**config.mk**
```make
export PLATFORM = sky130hd
export DESIGN_NAME = sevenseg_scan_ctrl
export DESIGN_NICKNAME = d
export VERILOG_FILES = /design/src/rtl/sevenseg_scan_ctrl.sv
export SDC_FILE = /design/constraint.sdc
export NUM_CORES = 1
export LEC_CHECK = 0
export CAP_MARGIN = 20
export CELL_PAD_IN_SITES_DETAIL_PLACEMENT = 1
export CELL_PAD_IN_SITES_GLOBAL_PLACEMENT = 2
export CORE_ASPECT_RATIO = 1.2
export CORE_MARGIN = 8
export CORE_UTILIZATION = 29
export CTS_CLUSTER_DIAMETER = 120
export DETAILED_ROUTE_END_ITERATION = 12
export HOLD_SLACK_MARGIN = 0.15
export PLACE_DENSITY = 0.8
export SETUP_SLACK_MARGIN = 0.05
export SLEW_MARGIN = 20
export SYNTH_ARGS = -nofsm -noshare
export SYNTH_HDL_FRONTEND = slang
export SYNTH_SLANG_ARGS = --single-unit
```
**constraint.sdc**
```tcl
create_clock -name clk -period 2.8 [get_ports clk]
set_clock_uncertainty 0.1 [all_clocks]
set_input_delay 0.56 -clock clk [delete_from_list [all_inputs] [get_ports clk]]
set_output_delay 0.56 -clock clk [all_outputs]
set_load 0.02 [all_outputs]
```
**src/rtl/sevenseg_scan_ctrl.sv**
```systemverilog
// Multiplexed seven-segment scan controller with per-digit mask, decimal points and PWM brightness.
// Host configuration lands in a shadow copy and becomes active only at a frame wrap.
module sevenseg_scan_ctrl #(
  parameter int unsigned NUM_DIGITS = 8,
  parameter int unsigned PRESCALE   = 97,
  parameter int unsigned PWM_BITS   = 4,
  parameter bit          ACTIVE_LOW = 1'b1
) (
  input  logic                    clk,
  input  logic                    rst,
  input  logic                    i_wr_valid,
  output logic                    o_wr_ready,
  input  logic [4*NUM_DIGITS-1:0] i_wr_data,
  input  logic [NUM_DIGITS-1:0]   i_wr_dp,
  input  logic [NUM_DIGITS-1:0]   i_wr_en_mask,
  input  logic [PWM_BITS-1:0]     i_wr_bright,
  output logic [NUM_DIGITS-1:0]   o_an,
  output logic [6:0]              o_seg,
  output logic                    o_dp,
  output logic                    o_frame_done
);

  localparam int unsigned DigW = (NUM_DIGITS > 1) ? $clog2(NUM_DIGITS) : 1;
  localparam int unsigned PreW = (PRESCALE > 1) ? $clog2(PRESCALE) : 1;
  localparam logic [PreW-1:0]     PreMax  = PreW'(PRESCALE - 1);
  localparam logic [PWM_BITS-1:0] TickMax = '1;
  localparam logic [DigW-1:0]     DigMax  = DigW'(NUM_DIGITS - 1);

  logic [PreW-1:0]         pre_q, pre_d;
  logic [PWM_BITS-1:0]     tick_q, tick_d;
  logic [DigW-1:0]         dig_q, dig_d;
  logic [4*NUM_DIGITS-1:0] act_data_q, shd_data_q;
  logic [NUM_DIGITS-1:0]   act_dp_q, shd_dp_q;
  logic [NUM_DIGITS-1:0]   act_mask_q, shd_mask_q;
  logic [PWM_BITS-1:0]     act_bright_q, shd_bright_q;
  logic                    pending_q;
  logic [NUM_DIGITS-1:0]   an_q, an_d;
  logic [6:0]              seg_q, seg_d;
  logic                    dp_q, dp_d;
  logic                    frame_done_q;

  logic                    pre_wrap, tick_wrap, wrap, accept, apply, lit;
  logic [3:0]              nibble;
  logic                    mask_bit, dp_bit;
  logic [NUM_DIGITS-1:0]   onehot;

  function automatic logic [6:0] hexdec(input logic [3:0] h);
    case (h)
      4'h0: hexdec = 7'h7E;
      4'h1: hexdec = 7'h30;
      4'h2: hexdec = 7'h6D;
      4'h3: hexdec = 7'h79;
      4'h4: hexdec = 7'h33;
      4'h5: hexdec = 7'h5B;
      4'h6: hexdec = 7'h5F;
      4'h7: hexdec = 7'h70;
      4'h8: hexdec = 7'h7F;
      4'h9: hexdec = 7'h7B;
      4'hA: hexdec = 7'h77;
      4'hB: hexdec = 7'h1F;
      4'hC: hexdec = 7'h4E;
      4'hD: hexdec = 7'h3D;
      4'hE: hexdec = 7'h4F;
      default: hexdec = 7'h47;
    endcase
  endfunction

  always_comb begin
    pre_wrap  = (pre_q == PreMax);
    tick_wrap = (tick_q == TickMax);
    wrap      = pre_wrap && tick_wrap && (dig_q == DigMax);
    accept    = i_wr_valid && !pending_q;
    apply     = wrap && pending_q;

    pre_d  = pre_wrap ? '0 : pre_q + 1'b1;
    tick_d = pre_wrap ? tick_q + 1'b1 : tick_q;
    dig_d  = dig_q;
    if (pre_wrap && tick_wrap) begin
      dig_d = (dig_q == DigMax) ? '0 : dig_q + 1'b1;
    end

    nibble   = '0;
    mask_bit = 1'b0;
    dp_bit   = 1'b0;
    onehot   = '0;
    for (int k = 0; k < NUM_DIGITS; k++) begin
      if (dig_q == DigW'(k)) begin
        nibble    = act_data_q[4*k +: 4];
        mask_bit  = act_mask_q[k];
        dp_bit    = act_dp_q[k];
        onehot[k] = 1'b1;
      end
    end

    // The final tick of each slot can never satisfy tick < bright, giving a dark guard band.
    lit  = mask_bit && (tick_q < act_bright_q);
    an_d = {NUM_DIGITS{ACTIVE_LOW}} ^ (lit ? onehot : '0);
    seg_d = {7{ACTIVE_LOW}} ^ (lit ? hexdec(nibble) : 7'h00);
    dp_d  = ACTIVE_LOW ^ (lit && dp_bit);
  end

  always_ff @(posedge clk) begin
    if (rst) begin
      pre_q        <= '0;
      tick_q       <= '0;
      dig_q        <= '0;
      act_data_q   <= '0;
      act_dp_q     <= '0;
      act_mask_q   <= '0;
      act_bright_q <= '0;
      shd_data_q   <= '0;
      shd_dp_q     <= '0;
      shd_mask_q   <= '0;
      shd_bright_q <= '0;
      pending_q    <= 1'b0;
      an_q         <= {NUM_DIGITS{ACTIVE_LOW}};
      seg_q        <= {7{ACTIVE_LOW}};
      dp_q         <= ACTIVE_LOW;
      frame_done_q <= 1'b0;
    end else begin
      pre_q        <= pre_d;
      tick_q       <= tick_d;
      dig_q        <= dig_d;
      an_q         <= an_d;
      seg_q        <= seg_d;
      dp_q         <= dp_d;
      frame_done_q <= wrap;
      if (apply) begin
        act_data_q   <= shd_data_q;
        act_dp_q     <= shd_dp_q;
        act_mask_q   <= shd_mask_q;
        act_bright_q <= shd_bright_q;
      end
      // A write accepted in the wrap cycle only fills the shadow; it waits for the next wrap.
      if (accept) begin
        shd_data_q   <= i_wr_data;
        shd_dp_q     <= i_wr_dp;
        shd_mask_q   <= i_wr_en_mask;
        shd_bright_q <= i_wr_bright;
        pending_q    <= 1'b1;
      end else if (apply) begin
        pending_q    <= 1'b0;
      end
    end
  end

  assign o_wr_ready   = !pending_q;
  assign o_an         = an_q;
  assign o_seg        = seg_q;
  assign o_dp         = dp_q;
  assign o_frame_done = frame_done_q;

endmodule

```
==> results of run 1 <==
[metal layers]
layer | global-route usage, % | vias to the layer above | wire length [um]
li1 | - | 2454 | -
met1 | 15.81 | 2342 | 7108
met2 | 24.25 | 68 | 8131
met3 | 3.579 | 23 | 553
met4 | 5.909 | 0 | 259
met5 | 0 | - | 0
[cell families after synthesis]
logic type,Yosys count,synth area share (%)
AO/OA/AOI/OAI,166,17.39
XOR/XNOR,8,1.242
adder cells (fa/ha/maj),18,3.993
buffers and inverters,73,5.878
flip-flops,136,48.27
multiplexers,4,0.9538
AND/OR/NAND/NOR,299,22.27
[critical path, cell delays in order, from the launching register on]
cell	delay, ns
dfxtp_2	0.39
inv_1	0.11
ha_2	0.27
buf_4	0.22
a31oi_1	0.24
a32oi_2	0.17
buf_4	0.18
ha_1	0.27
inv_1	0.06
mux4_2	0.47
nand2_1	0.08
[final cells by class]
type	count	area, um2
timing repair buffer	93	913.4
multi-input combinational	495	2646
sequential	136	2725
clock buffer	21	470.5
clock inverter	10	168.9
fill	2341	12000
tap	261	326.6
inverter	23	86.33
[power groups by stage]
stage / combinational (W) / clock, W / sequential (W)
after CTS: 0.000219 / 0.00245 / 0.00201
after global routing: 0.000240 / 0.00255 / 0.00202
after global placement: 0.000213 / 0 / 0.00205
final: 0.000214 / 0.00241 / 0.00201
after floorplan: 0.000108 / 0 / 0.00204
after detailed placement: 0.000218 / 0 / 0.00205
[timing repair]
action	4_1_cts	5_1_grt
hold buffers	0	0
pin swaps	0	1
setup endpoints to repair	5	9
gates resized for setup	3	12
[state kept, by name (all words and copies together), names as in the netlist, 4 cells and up]
| signal | count |
|---|---|
| tick_q | 4 |
| shd_bright_q | 4 |
| o_an | 8 |
| pre_q | 7 |
| shd_dp_q | 8 |
| act_bright_q | 4 |
| act_mask_q | 8 |
| act_data_q | 32 |
| act_dp_q | 8 |
| shd_data_q | 32 |
| shd_mask_q | 8 |
| o_seg | 7 |
[through the flow]
stage	TNS, ns	power [W]
6_report	0	0.004634
5_1_grt	0	0.004804
4_1_cts	0	0.004684
3_5_place_dp	-0.1361	0.002272
3_3_place_gp	0	0.002264
2_1_floorplan	0	0.002151
[cells in the mapped netlist (3+ instances only)]
master / n / area, um2
and3_1: 3 / 18.77
xnor2_1: 4 / 35.03
a21o_1: 5 / 37.54
a22oi_1: 3 / 22.52
buf_6: 6 / 67.56
nor3_1: 3 / 15.01
xor2_1: 4 / 35.03
a21oi_2: 8 / 70.07
a21oi_1: 109 / 545.5
inv_1: 23 / 86.33
clkbuf_1: 31 / 116.4
nand2b_1: 4 / 25.02
buf_1: 3 / 11.26
ha_1: 18 / 225.2
buf_2: 10 / 50.05
nor2b_1: 6 / 37.54
nand3b_1: 4 / 30.03
o21ai_0: 13 / 65.06
o221ai_1: 4 / 35.03
nand3_1: 9 / 45.04
dfxtp_1: 136 / 2723
nor2_1: 21 / 78.83
nand2_1: 235 / 882.1
and2_1: 3 / 18.77
o211ai_1: 4 / 30.03
[final timing paths]
| path | slack [ns] | to | from |
|---|---|---|---|
| worst max-delay path | 0.18 | o_seg[3]$_SDFF_PP1_ | dig_q[0]$_SDFFE_PP0P_ |
| worst min-delay path | 0.35 | act_bright_q[2]$_SDFFE_PP0P_ | shd_bright_q[2]$_SDFFE_PP0P_ |
| worst max register to register | 0.18 | o_seg[3]$_SDFF_PP1_ | dig_q[0]$_SDFFE_PP0P_ |
| worst min register to register | 0.35 | act_bright_q[2]$_SDFFE_PP0P_ | shd_bright_q[2]$_SDFFE_PP0P_ |
==> flow_summary.yaml, run 1 <==
power:
  power_density_nw_per_um2: 631.6
  p_sw_w: 0.0009855
  intPower_w: 0.003649
  switching_share_pct: 21.27
  ir_drop_mv: 0.4171
  leakagePower_nw: 2.601
  p_seq_share_pct: 43.4
  clockPowerShare_pct: 52.0
  pwr-share-comb_pct: 4.6
grt:
  grt_max_degree: 115
  grt_pass1_wl_um: 26610
  track_usage_pct: 13.95
  grt_antenna_before_repair: 0
  grt_overflow: 0
  grt_pass1_vias: 5334
cts:
  tritoncts: "built"
  clkTransAtPathRegs_ns: 0.06
  clk_latency_ns: 0.43
  htree_levels: 4
  cts_buffers: 17
  cts_buffer_depth: 2
  root_buffer: "clkbuf_16"
  clkSinkCount: 136
  postCtsSetupRepairBufs: 0
drt:
  wl_per_cell_um: 15.45
  drtIter0Drc: 182
  num_vias: 4887
  via_per_inst: 4.704
  drc: 0
  drtPass1Iterations: 6
  ant_nets: 0
  finalWirelength_um: 16050
floorplanning:
  num_rows: 56
  die_h_um: 168.8
  die_width_um: 143.3
  core-area_um2: 19340
  start_util_pct: 29.17
  dieArea_um2: 24190
  pin_count: 73
final_layout:
  final_area_um2: 7337
  stdcell_count: 1039
  final_cell_mix: "235 x nand2_1, 134 x dfxtp_1, 109 x a21oi_1"
  final_util_pct: 37.94
  layout-drive-gt1-share_pct: 10.15
  syn_to_final_growth_pct: 30.08
  n_antenna_cell: 0
  mostFrequentLayoutCell: "nand2_1"
  layout.nets: 839
timing:
  grt_setup_unrepaired: "yes"
  fin_crit_sh_pct: 93.57
  fmax_ghz: 0.3817
  tightestPinTransition_ns: 0.5747
  timing.hold.ws_ns: 0.3542
  worst_slack_ns: 0.1801
  fin_crit_ns: 2.620
  setup_viol: 0
  slew_violations: 0
  relSlewSlack_pct: 61.69
  hold_viol: 0
setup_path:
  start_kind: "flip-flop"
  critPathArrivalTime_ns: 2.89
  r2r_cells: 10
  worstSetupEndpointType: "flip-flop"
  timing_worst_setup_path_type: "reg2reg"
  crit_fanout: 15
  worstPathRequired_ns: 3.07
synth:
  ys_types: 51
  synth_ff_type: "dfxtp_1"
  synth_edf_count: 0
  synth_nets: 777
  async_flop_share_pct: 0
  syn_area_um2: 5640
  yosysWarnings: 0
  synthCells: 704
  ys_seq_area_share_pct: 48.27
  syn_avg_cell_area_um2: 8.012
  synth-seq-cells: 136
placement:
  numPortBuffers: 72
  pre_cts_ws_ns: -0.06266
  detailed_place_hpwl_um: 11600
  dpl_cell_area_um2: 6643
  gp_congestion: 0.8837
  dp.cells: 1008
run_status:
  status: "finished clean"
worst_hold_path:
  worstHoldPathCells: 2
  hold_path.class: "reg2reg"
run:
  cap_violations: 0
Power figures use the tool's default switching activity.
==> run 2, diff against run 1 <==
--- a/config.mk
+++ b/config.mk
@@ -14,6 +14,7 @@
 export CTS_CLUSTER_DIAMETER = 120
 export DETAILED_ROUTE_END_ITERATION = 12
 export HOLD_SLACK_MARGIN = 0.15
+export MAX_ROUTING_LAYER = met4
 export PLACE_DENSITY = 0.8
 export SETUP_SLACK_MARGIN = 0.05
 export SLEW_MARGIN = 20
==> flow_summary.yaml, run 2 (synthesis gave the netlist of run 1 again) <==
setup_path:
  timing_worst_setup_path_type: "reg2reg"
  slowest_stage: "mux4_2"
  cp_slowest_stage_delay_ns: 0.46
  worstSetupEndpointType: "flip-flop"
  start_kind: "flip-flop"
  critPathArrivalTime_ns: 2.85
  crit_chain: "ha_1 -> ha_4 -> nor2_1 -> a31oi_1 -> o31ai_2 -> inv_1 -> ha_1 -> inv_1 -> mux4_2 -> nand2_1"
  rrSetupSlack_ns: 0.21
  worstPathRequired_ns: 3.06
  crit_fanout: 10
cts:
  root_buffer: "clkbuf_16"
  cts_buffers: 17
  cts_hold_buf: 0
  htree_levels: 4
  clkSinkCount: 136
  postCtsSetupRepairBufs: 0
  cts_buffer_depth: 2
  clkTransAtPathRegs_ns: 0.05
  cts_resized: 3
  clk_latency_ns: 0.42
  tritoncts: "built"
power:
  leakagePower_nw: 2.625
  pwr-share-comb_pct: 4.6
  p_sw_w: 0.0009261
  p_seq_share_pct: 43.3
  intPower_w: 0.003721
  ir_drop_mv: 0.4477
  p_total_w: 0.004647
  switching_share_pct: 19.93
  clockPowerShare_pct: 52.1
  power_density_nw_per_um2: 629.6
timing:
  fin_crit_sh_pct: 92.55
  tightestPinTransition_ns: 0.5237
  grt_setup_unrepaired: "no"
  fin_crit_ns: 2.591
  hold_viol: 0
  relSlewSlack_pct: 65.09
  slew_violations: 0
  fin_tns_setup_ns: 0
  setup_viol: 0
  fmax_ghz: 0.3859
final_layout:
  n_antenna_cell: 0
  syn_to_final_growth_pct: 30.86
  mostFrequentLayoutCell: "nand2_1"
  layout-drive-gt1-share_pct: 9.897
  largestRegisters: "act_data_q (32), shd_data_q (32)"
  final_util_pct: 38.17
  layout.nets: 839
  final_cell_mix: "235 x nand2_1, 134 x dfxtp_1, 109 x a21oi_1"
run_status:
  status: "finished clean"
drt:
  wl_per_cell_um: 15.15
  via_per_inst: 4.677
  num_vias: 4859
  drc: 0
  finalWirelength_um: 15740
  drtIter0Drc: 218
  drtPass1Iterations: 4
  ant_nets: 0
grt:
  track_usage_pct: 14.21
  grt_overflow: 0
  grt_pass1_wl_um: 26310
  grt_pass1_vias: 5253
  grt_max_degree: 115
  grt_antenna_before_repair: 0
floorplanning:
  num_rows: 56
  pin_count: 73
  start_util_pct: 29.17
  core-area_um2: 19340
  dieArea_um2: 24190
  die_width_um: 143.3
  die_h_um: 168.8
run:
  cap_violations: 0
placement:
  numPortBuffers: 72
  gp_congestion: 0.8510
  detailed_place_hpwl_um: 11560
worst_hold_path:
  hold_path.class: "reg2reg"
run 2: through the flow:
| step | setup WS (ns) | cells | hold WS (ns) | area (um2) |
|---|---|---|---|---|
| floorplan | 0.08163 | 704 | 0.3256 | 5642 |
| global placement | 0.1571 | 1008 | 0.3337 | 6668 |
| detailed placement | -0.009213 | 1008 | 0.3501 | 6668 |
| CTS | 0.06007 | 1039 | 0.3564 | 7331 |
| global route | 0.04696 | 1039 | 0.3658 | 7381 |
| finish | 0.2085 | 1039 | 0.3530 | 7381 |
run 2: critical path: cells and delay by family, from the launching register on:
family                   cells  cell delay (ns)
AND/OR/NAND/NOR              2             0.24
buffers and inverters        2             0.19
adder cells (fa/ha/maj)      3             0.78
multiplexers                 1             0.46
AO/OA/AOI/OAI                2             0.41
flip-flops                   1             0.35
run 2: worst paths after layout:
path,from,cells past startpoint,end
worst max-delay path,dig_q[0]$_SDFFE_PP0P_,10,o_seg[3]$_SDFF_PP1_
worst max register to register,dig_q[0]$_SDFFE_PP0P_,10,o_seg[3]$_SDFF_PP1_
worst min-delay path,shd_dp_q[4]$_SDFFE_PP0P_,2,act_dp_q[4]$_SDFFE_PP0P_
worst min register to register,shd_dp_q[4]$_SDFFE_PP0P_,2,act_dp_q[4]$_SDFFE_PP0P_
run 2: power groups by stage:
stage                     clock, W  sequential [W]  combinational (W)
after floorplan                  0         0.00204           0.000108
after global placement           0         0.00205           0.000216
after detailed placement         0         0.00205           0.000221
after CTS                  0.00247         0.00201           0.000222
after global routing       0.00257         0.00202           0.000244
final                      0.00242         0.00201           0.000216
run 2: area by class of cell:
type,instances,area [um2]
clock buffers,25,515.5
clock inverters,6,135.1
fillers,2309,11960
inverters,23,86.33
multi-input cells,495,2654
flip-flops and latches,136,2725
well taps,261,326.6
repair buffers,93,938.4
run 2: metal layers:
layer	up-vias	track usage [%]	wire length, um
li1	2461	-	-
met1	2309	15.94	7100
met2	74	24.37	7925
met3	15	2.903	466
met4	0	5.360	250
met5	-	-	0
==> run 3, diff against run 2 <==
--- a/config.mk
+++ b/config.mk
@@ -10,12 +10,13 @@
 export CELL_PAD_IN_SITES_GLOBAL_PLACEMENT = 2
 export CORE_ASPECT_RATIO = 1.2
 export CORE_MARGIN = 8
-export CORE_UTILIZATION = 29
+export CORE_UTILIZATION = 30
 export CTS_CLUSTER_DIAMETER = 120
+export CTS_CLUSTER_SIZE = 25
 export DETAILED_ROUTE_END_ITERATION = 12
 export HOLD_SLACK_MARGIN = 0.15
 export MAX_ROUTING_LAYER = met4
-export PLACE_DENSITY = 0.8
+export PLACE_DENSITY = 0.79
 export SETUP_SLACK_MARGIN = 0.05
 export SLEW_MARGIN = 20
 export SYNTH_ARGS = -nofsm -noshare
==> constraint.sdc (replaced) <==
create_clock -name clk -period 3.3 [get_ports clk]
set_clock_uncertainty 0.1 [all_clocks]
set_input_delay 0.66 -clock clk [delete_from_list [all_inputs] [get_ports clk]]
set_output_delay 0.66 -clock clk [all_outputs]
set_load 0.02 [all_outputs]
==> flow_summary.yaml, run 3 (synthesis gave the netlist of run 1 again) <==
floorplanning:
  dieArea_um2: 23460
  num_rows: 55
  start_util_pct: 30.24
  die_h_um: 166.2
  pin_count: 73
  die_width_um: 141.2
  core-area_um2: 18650
power:
  ir_drop_mv: 0.3733
  power_density_nw_per_um2: 521.3
  leakagePower_nw: 2.536
worst_hold_path:
  whs_endpoint: "act_data_q[12]$_SDFFE_PP0P_"
  worstHoldPathCells: 2
  hold_path.class: "reg2reg"
  worstHoldStart: "shd_data_q[12]$_SDFFE_PP0P_"
placement:
  numPortBuffers: 72
  gp_congestion: 0.8553
  pre_cts_ws_ns: 0.2299
  dp.cells: 997
  detailed_place_hpwl_um: 10860
timing:
  slew_violations: 0
  hold_viol: 0
  grt_setup_unrepaired: "no"
  fin_crit_sh_pct: 90.74
  fin_tns_setup_ns: 0
  fin_crit_ns: 2.994
  relSlewSlack_pct: 61.21
  fmax_ghz: 0.3340
  worst_slack_ns: 0.3056
  setup_viol: 0
  tightestPinTransition_ns: 0.5819
cts:
  htree_levels: 4
  cts_hold_buf: 0
  postCtsSetupRepairBufs: 0
  clkSinkCount: 136
  clkTransAtPathRegs_ns: 0.06
  tritoncts: "built"
  root_buffer: "clkbuf_16"
  cts_resized: 0
  clk_latency_ns: 0.42
  cts_buffer_depth: 2
  cts_buffers: 17
final_layout:
  stdcell_count: 1029
  layout.nets: 833
  largestRegisters: "act_data_q (32), shd_data_q (32)"
  layout-drive-gt1-share_pct: 8.538
  n_antenna_cell: 0
  mostFrequentLayoutCell: "nand2_1"
  final_cell_mix: "235 x nand2_1, 136 x dfxtp_1, 109 x a21oi_1"
  syn_to_final_growth_pct: 26.93
  final_util_pct: 38.39
setup_path:
  timing_worst_setup_path_type: "reg2reg"
  worstSetupEndpointType: "flip-flop"
  r2r_cells: 9
  reg2reg_from: "dig_q[0]$_SDFFE_PP0P_"
  start_kind: "flip-flop"
  worstPathRequired_ns: 3.48
  crit_fanout: 17
  r2r_end: "o_seg[0]$_SDFF_PP1_"
  rrSetupSlack_ns: 0.31
  critPathArrivalTime_ns: 3.18
drt:
  drtPass1Iterations: 5
  wl_per_cell_um: 14.52
  via_per_inst: 4.689
  drc: 0
  finalWirelength_um: 14940
  ant_nets: 0
  drtIter0Drc: 227
  num_vias: 4825
grt:
  grt_pass1_vias: 5127
  grt_max_degree: 53
  grt_antenna_before_repair: 0
  grt_overflow: 0
  grt_pass1_wl_um: 25000
  track_usage_pct: 13.66
run:
  cap_violations: 0
run_status:
  status: "finished clean"
## run 3: final cells by class
class / count / area [um2]
Clock buffer: 21 / 460.4
Inverter: 23 / 86.33
Fill cell: 2211 / 11490
Clock inverter: 11 / 122.6
Tap cell: 256 / 320.3
Timing Repair Buffer: 87 / 843.3
Multi-Input combinational cell: 495 / 2604
Sequential cell: 136 / 2723
## run 3: worst max path at each step
stage / cells past startpoint / slack, ns / end / from
after floorplan: 13 / 0.49 / o_seg[3]$_SDFF_PP1_ / dig_q[2]$_SDFFE_PP0P_
after global placement: 11 / 0.51 / o_seg[0]$_SDFF_PP1_ / dig_q[0]$_SDFFE_PP0P_
after detailed placement: 11 / 0.23 / o_seg[0]$_SDFF_PP1_ / dig_q[0]$_SDFFE_PP0P_
final: 9 / 0.31 / o_seg[0]$_SDFF_PP1_ / dig_q[0]$_SDFFE_PP0P_
after global routing: 9 / 0.08 / o_seg[0]$_SDFF_PP1_ / dig_q[0]$_SDFFE_PP0P_
after CTS: 11 / 0.23 / o_seg[0]$_SDFF_PP1_ / dig_q[0]$_SDFFE_PP0P_
## run 3: routing by layer
metal	GRT usage, %	part of all wire (%)	up-vias
met3	3.394	3.3	23
met1	15.24	45	2286
li1	-	-	2438
met4	5.665	2.0	0
met5	-	0	-
met2	22.84	49	78
## run 3: report_power, final
| group | switching [W] | internal (W) | total (W) |
|---|---|---|---|
| clock network | 0.000700 | 0.00115 | 0.00185 |
| logic | 0.0000886 | 0.0000892 | 0.000178 |
| registers | 0.0000227 | 0.00168 | 0.00171 |
| total | 0.000811 | 0.00292 | 0.00373 |
## run 3: metrics by stage
| stage | hold WS (ns) | total power, W | area, um2 |
|---|---|---|---|
| floorplan | 0.3256 | 0.001825 | 5640 |
| global placement | 0.3377 | 0.001916 | 6566 |
| detailed placement | 0.3499 | 0.001923 | 6566 |
| CTS | 0.3589 | 0.003793 | 7149 |
| global route | 0.3818 | 0.003881 | 7159 |
| finish | 0.3551 | 0.003732 | 7159 |
## run 3: critical path, stage by stage, from the launching register on
cell and delay [ns]:
dfxtp_1 0.35, inv_1 0.11, ha_1 0.53, inv_1 0.26, o221a_2 0.35, o221ai_1 0.36
buf_4 0.26, mux2_2 0.34, nand2_1 0.09, o211ai_1 0.11
